<file path="src/rtl/miss_victim_ctrl.sv">
`default_nettype none
// ============================================================================
//  Module   : miss_victim_ctrl
//  Purpose  : Per-core L1 miss handler. Picks a victim way (lowest invalid
//             way, else tree-LRU victim), writes back dirty (M/O) victims,
//             requests the fill, installs the line and updates the LRU.
//  Revision : 1.0  initial release
// ============================================================================
module miss_victim_ctrl #(
   parameter int SETS   = 128,
   parameter int TAG_W  = 20,
   parameter int SET_W  = $clog2(SETS),
   parameter int ADDR_W = TAG_W + SET_W
) (
   input  logic              clk,
   input  logic              rst_n,
   input  logic              miss_valid,
   output logic              miss_ready,
   input  logic [SET_W-1:0]  miss_set,
   input  logic [TAG_W-1:0]  miss_tag,
   input  logic              miss_is_write,
   output logic [SET_W-1:0]  lru_set,
   input  logic [1:0]        lru_victim_way,
   output logic              lru_upd,
   output logic [1:0]        lru_way,
   input  logic [3:0]        way_inv,
   output logic              meta_rd_en,
   output logic [1:0]        meta_rd_way,
   input  logic [TAG_W-1:0]  meta_rd_tag,
   input  logic [2:0]        meta_rd_state,
   output logic              wb_valid,
   input  logic              wb_ready,
   output logic [ADDR_W-1:0] wb_addr,
   output logic              fill_req_valid,
   input  logic              fill_req_ready,
   output logic [ADDR_W-1:0] fill_req_addr,
   output logic              fill_req_excl,
   input  logic              fill_resp_valid,
   input  logic [2:0]        fill_resp_state,
   output logic              meta_wr_en,
   output logic [1:0]        meta_wr_way,
   output logic [TAG_W-1:0]  meta_wr_tag,
   output logic [2:0]        meta_wr_state,
   output logic              miss_done,
   output logic [1:0]        miss_done_way
);

   // MOESI encoding
   localparam logic [2:0] C_ST_I = 3'd0;
   localparam logic [2:0] C_ST_O = 3'd3;
   localparam logic [2:0] C_ST_M = 3'd4;

   typedef enum logic [2:0] {
      IDLE  = 3'd0,
      SEL   = 3'd1,
      META  = 3'd2,
      WB    = 3'd3,
      FREQ  = 3'd4,
      FWAIT = 3'd5,
      INST  = 3'd6
   } state_t;

   state_t            r_state;
   logic [SET_W-1:0]  r_set;
   logic [TAG_W-1:0]  r_tag;
   logic              r_write;
   logic [1:0]        r_victim;
   logic [TAG_W-1:0]  r_vtag;
   logic [1:0]        w_victim;

   // Victim choice: an invalid way always beats evicting a live line
   always_comb begin
      w_victim = lru_victim_way;
      if (way_inv[0])      w_victim = 2'd0;
      else if (way_inv[1]) w_victim = 2'd1;
      else if (way_inv[2]) w_victim = 2'd2;
      else if (way_inv[3]) w_victim = 2'd3;
   end

   // The LRU block is queried with the live request while idle so SEL sees a settled answer
   assign lru_set       = (r_state == IDLE) ? miss_set : r_set;
   assign meta_rd_en    = (r_state == SEL);
   assign meta_rd_way   = (r_state == SEL) ? w_victim : r_victim;
   assign wb_addr       = {r_vtag, r_set};
   assign fill_req_addr = {r_tag, r_set};
   assign fill_req_excl = r_write;
   assign lru_way       = r_victim;
   assign meta_wr_way   = r_victim;
   assign miss_done_way = r_victim;
   assign meta_wr_tag   = r_tag;

   // Miss sequencing FSM with registered handshake and strobe outputs
   always_ff @(posedge clk or negedge rst_n) begin
      if (!rst_n) begin
         r_state        <= IDLE;
         r_set          <= '0;
         r_tag          <= '0;
         r_write        <= 1'b0;
         r_victim       <= 2'd0;
         r_vtag         <= '0;
         miss_ready     <= 1'b1;
         wb_valid       <= 1'b0;
         fill_req_valid <= 1'b0;
         meta_wr_en     <= 1'b0;
         lru_upd        <= 1'b0;
         miss_done      <= 1'b0;
         meta_wr_state  <= C_ST_I;
      end else begin
         meta_wr_en <= 1'b0;
         lru_upd    <= 1'b0;
         miss_done  <= 1'b0;
         case (r_state)
            IDLE: begin
               if (miss_valid) begin
                  r_set      <= miss_set;
                  r_tag      <= miss_tag;
                  r_write    <= miss_is_write;
                  miss_ready <= 1'b0;
                  r_state    <= SEL;
               end
            end
            SEL: begin
               r_victim <= w_victim;
               r_state  <= META;
            end
            META: begin
               r_vtag <= meta_rd_tag;
               if ((meta_rd_state == C_ST_M) || (meta_rd_state == C_ST_O)) begin
                  wb_valid <= 1'b1;
                  r_state  <= WB;
               end else begin
                  fill_req_valid <= 1'b1;
                  r_state        <= FREQ;
               end
            end
            WB: begin
               if (wb_ready) begin
                  wb_valid       <= 1'b0;
                  fill_req_valid <= 1'b1;
                  r_state        <= FREQ;
               end
            end
            FREQ: begin
               if (fill_req_ready) begin
                  fill_req_valid <= 1'b0;
                  r_state        <= FWAIT;
               end
            end
            FWAIT: begin
               if (fill_resp_valid) begin
                  meta_wr_state <= r_write ? C_ST_M : fill_resp_state;
                  meta_wr_en    <= 1'b1;
                  lru_upd       <= 1'b1;
                  miss_done     <= 1'b1;
                  r_state       <= INST;
               end
            end
            INST: begin
               miss_ready <= 1'b1;
               r_state    <= IDLE;
            end
            default: begin
               wb_valid       <= 1'b0;
               fill_req_valid <= 1'b0;
               miss_ready     <= 1'b1;
               r_state        <= IDLE;
            end
         endcase
      end
   end

`ifndef SYNTHESIS
   // Victim metadata must carry a legal MOESI code
   a_legal_meta_state: assert property (@(posedge clk) disable iff (!rst_n)
      (r_state == META) |-> (meta_rd_state <= C_ST_M));
   // The fabric may only complete a fill that is being waited for
   a_resp_only_in_fwait: assert property (@(posedge clk) disable iff (!rst_n)
      fill_resp_valid |-> (r_state == FWAIT));
`endif

endmodule
`default_nettype wire
</file>
<file path="config.mk">
export PLATFORM = sky130hd
export DESIGN_NAME = miss_victim_ctrl
export DESIGN_NICKNAME = d
export VERILOG_FILES = /design/src/rtl/miss_victim_ctrl.sv
export SDC_FILE = /design/constraint.sdc
export NUM_CORES = 1
export LEC_CHECK = 0
export ABC_AREA = 1
export BUFFER_PORTS_ARGS = -buffer_cell sky130_fd_sc_hd__clkbuf_2
export CAP_MARGIN = 5
export CORE_AREA = 2 2 93 95
export CTS_BUF_LIST = sky130_fd_sc_hd__clkbuf_4 sky130_fd_sc_hd__clkbuf_8
export DETAILED_ROUTE_END_ITERATION = 8
export DIE_AREA = 0 0 95 97
export GPL_TIMING_DRIVEN = 0
export MAX_ROUTING_LAYER = met4
export PLACE_DENSITY = 0.68
export REMOVE_ABC_BUFFERS = 1
export SKIP_CTS_REPAIR_TIMING = 1
export SYNTH_ARGS = -nofsm -noshare
export SYNTH_HDL_FRONTEND = slang
export SYNTH_SLANG_ARGS = --single-unit
</file>
<file path="constraint.sdc">
create_clock -name clk -period 1.2 [get_ports clk]
set_clock_uncertainty 0.1 [all_clocks]
set_input_delay 0.06 -clock clk [delete_from_list [all_inputs] [get_ports clk]]
set_output_delay 0.06 -clock clk [all_outputs]
set_load 0.01 [all_outputs]
</file>
==> results.sh <==
export IMPL_outcome="finished, violations left"
export IMPL_failed_checks="hold timing, setup timing"
export IMPL_wirelength_um=8960
export IMPL_ys_warn_count=0
export IMPL_hold_slack_ns=-0.265
export IMPL_critPathSlowestCell="dfrtp_2"
export IMPL_critPathMaxStageDelay_ns=0.44
export IMPL_vias_per_cell=4.47
export IMPL_crit_chain="inv_4, nand2_4, nor2_4, inv_2, or2_4, o21ai_2, buf_2"
export IMPL_drc=0
export IMPL_postLayoutCoreUtil=0.561
export IMPL_core_area_mm2=0.00813
export IMPL_first_pass_iters=5
export IMPL_finalSetupViolations=69
export IMPL_clockBufferDepth=2
export IMPL_clk_pin_slew_ns=0.07
export IMPL_critPathKind="reg -> out"
export IMPL_cts_tree="built"
export IMPL_die_w_um=95
export IMPL_htreeDepth=3
export IMPL_irDropWorstVdd_uv=1040
export IMPL_async_flop_share=1.00
export IMPL_wl_per_cell_um=13.6
export IMPL_clock_latency_ns=0.33
export IMPL_maxCapViolCount=0
export IMPL_clock_sinks=60
export IMPL_required_ns=1.04
export IMPL_slew_viol_final=0
export IMPL_synthCells=339
export IMPL_relSlewSlack=0.454
export IMPL_p_seq_frac=0.329
export IMPL_grt_pass1_wl_um=10600
export IMPL_grt_usage=0.148
export IMPL_cts_made_buffers=9
export IMPL_first_global_vias=2277
export IMPL_dp_slack_ns=-0.728
export IMPL_cts_root_buffer="clkbuf_8"
export IMPL_grt_start_max_net_pins=61
export IMPL_worstMarginPinSlew_ns=0.819
export IMPL_yosysMostFrequentCell="nand2_1"
export IMPL_startpoint_type="flop"
export IMPL_fin_setup_tns_ns=-22.70
export IMPL_synth_top_family_by_area="simple AND/OR/NAND/NOR gates"
export IMPL_cp_max_fo=5
export IMPL_antenna_found_initial=0
export IMPL_rsz0062_at_grt="yes"
export IMPL_synth_ff_type="dfrtp_1"
export IMPL_synth_xor_area_share=0
export IMPL_switching_share=0.437
export IMPL_synth_compound_gate_area_share=0.0489
export IMPL_ys_seq_area_frac=0.534
export IMPL_critPathArrivalTime_ns=1.57
export IMPL_ys_seq_elements=60
export IMPL_hold_viol=61
export IMPL_ys_top_cells_by_count="161 x nand2_1, 59 x dfrtp_1, 33 x buf_4, 23 x o21ai_0, 11 x inv_1"
export IMPL_vias=2940
export IMPL_antennaDiodeCount=0
export IMPL_synth_edf_count=0
export IMPL_p_switching_mw=5.03
export IMPL_num_rows=33
export IMPL_io_buffers=165
export IMPL_synth_area_leaders="dfrtp_1 52%, nand2_1 21%, buf_4 8.8%, o21ai_0 4.1%, buf_2 1.8%"
export IMPL_chipHeight_um=97
export IMPL_pin_count=166
export IMPL_synth_fa_ha_area_frac=0
export IMPL_period_minus_slack_ns=1.73
export IMPL_synth_top_area_cell="dfrtp_1"
export IMPL_comb_power_share=0.538
export IMPL_start_util=0.346
export IMPL_synthMuxAreaShare=0
export IMPL_power_leakage_nw=2.57
export IMPL_max_freq_mhz=579
export IMPL_drive_gt1_frac=0.436
export IMPL_avgSynthCellArea_um2=8.31
export IMPL_area_delta_synth_final_pct=62.0
export IMPL_clkPwrFrac=0.133
export IMPL_finalWorstSetupSlack_ns=-0.527
export IMPL_nets=616
export IMPL_end_kind="primary output"
export IMPL_p_int_mw=6.49
export IMPL_die_area_mm2=0.00922
export IMPL_synth_cell_type_count=23
export IMPL_hp_class="in -> async"
export IMPL_drtIter0Drc=81
export IMPL_synth_area_mm2=0.00282
export IMPL_yosys_area_top_type_share=0.524
export IMPL_power_per_cell_area_mw_per_mm2=2530
export IMPL_grt_ovfl_total=0
export IMPL_place_gp_congestion=0.803
export IMPL_total_power_mw=11.5
export IMPL_dp_hpwl_um=4800
export IMPL_yosys_area_share_simple=0.287
export IMPL_finalCritPeriodShare=1.44
export IMPL_ant_nets=0
[sequential cells by signal, summed over array words and instances, names as in the netlist]
| register | count |
|---|---|
| wb_valid | 1 |
| fill_req_excl | 1 |
| r_state | 3 |
| meta_wr_tag | 20 |
| fill_req_valid | 1 |
| r_set | 7 |
| meta_wr_state | 3 |
| miss_ready | 1 |
| r_vtag | 20 |
| lru_way | 2 |
| miss_done | 1 |
[worst max-delay path, delay by kind of cell (launching register included)]
family	cells	cell delay, ns
buf+inv	3	0.28
flops	1	0.44
simple gates	3	0.40
compound gates	1	0.12
[kinds of logic (layout without fill, tap and decap cells)]
kind of cell	count (synthesis)	after routing
flops	60	60
buf+inv	60	270
simple gates	193	197
compound gates	26	26
[metrics by stage]
step	instances	cell area [um^2]
4_1_cts	579	3630
3_5_place_dp	565	3470
6_report	658	4560
5_1_grt	658	4560
2_1_floorplan	295	2510
3_3_place_gp	565	3460
[cells in the final DEF, fill, tap and decap left out, types with 5 or more instances in the layout]
master and n:
clkbuf_2 158, nand2_1 155, dfrtp_1 56, dlygate4sd3_1 53, buf_4 15, inv_1 11
o21ai_1 11, clkbuf_8 10, nor2_1 8, o21ai_0 8, o21ai_2 7, buf_2 6
nor2_4 5, nand3_1 5, nand2_2 5
[cell type report]
type,instances,area (um^2)
clock inverters,3,15.0
repair buffers,240,1590
flip-flops and latches,60,1510
clock buffers,11,145
multi-input cells,223,1090
inverters,16,87.6
fillers,722,3570
well taps,105,131
[power groups by stage]
stage | clock [mW] | sequential (mW) | combinational, mW
after global routing | 1.68 | 3.91 | 6.80
final | 1.53 | 3.79 | 6.20
after CTS | 1.59 | 3.77 | 4.68
after floorplan | 0 | 4.40 | 1.84
after detailed placement | 0 | 3.78 | 4.69
after global placement | 0 | 3.76 | 4.61
[routing by layer]
layer | track usage | vias to the layer above | part of all wire | routed length [um]
li1 | - | 1441 | - | -
met4 | 0.0401 | 0 | 0.012 | 112
met2 | 0.241 | 128 | 0.52 | 4650
met5 | - | - | 0 | 0
met3 | 0.0475 | 14 | 0.055 | 497
met1 | 0.175 | 1357 | 0.41 | 3710
[final timing paths]
kind                                             start                endpoint  slack [ns]  depth (start not counted)
worst min register to register   r_vtag[6]$_DFFE_PN0N_   r_vtag[6]$_DFFE_PN0N_        0.37                          2
worst min-delay path                             rst_n    wb_valid$_DFFE_PN0P_       -0.26                          1
worst max-delay path            r_state[1]$_DFFE_PN0P_          meta_rd_way[1]       -0.53                          7
max in group asynchronous                        rst_n  r_state[2]$_DFFE_PN0P_        0.65                          1
min in group clk                            way_inv[0]    lru_way[0]$_DFF_PN0_       -0.09                          3
worst max register to register  r_state[1]$_DFFE_PN0P_    r_set[3]$_DFFE_PN0P_       -0.46                          7
Power figures use the tool's default switching activity.
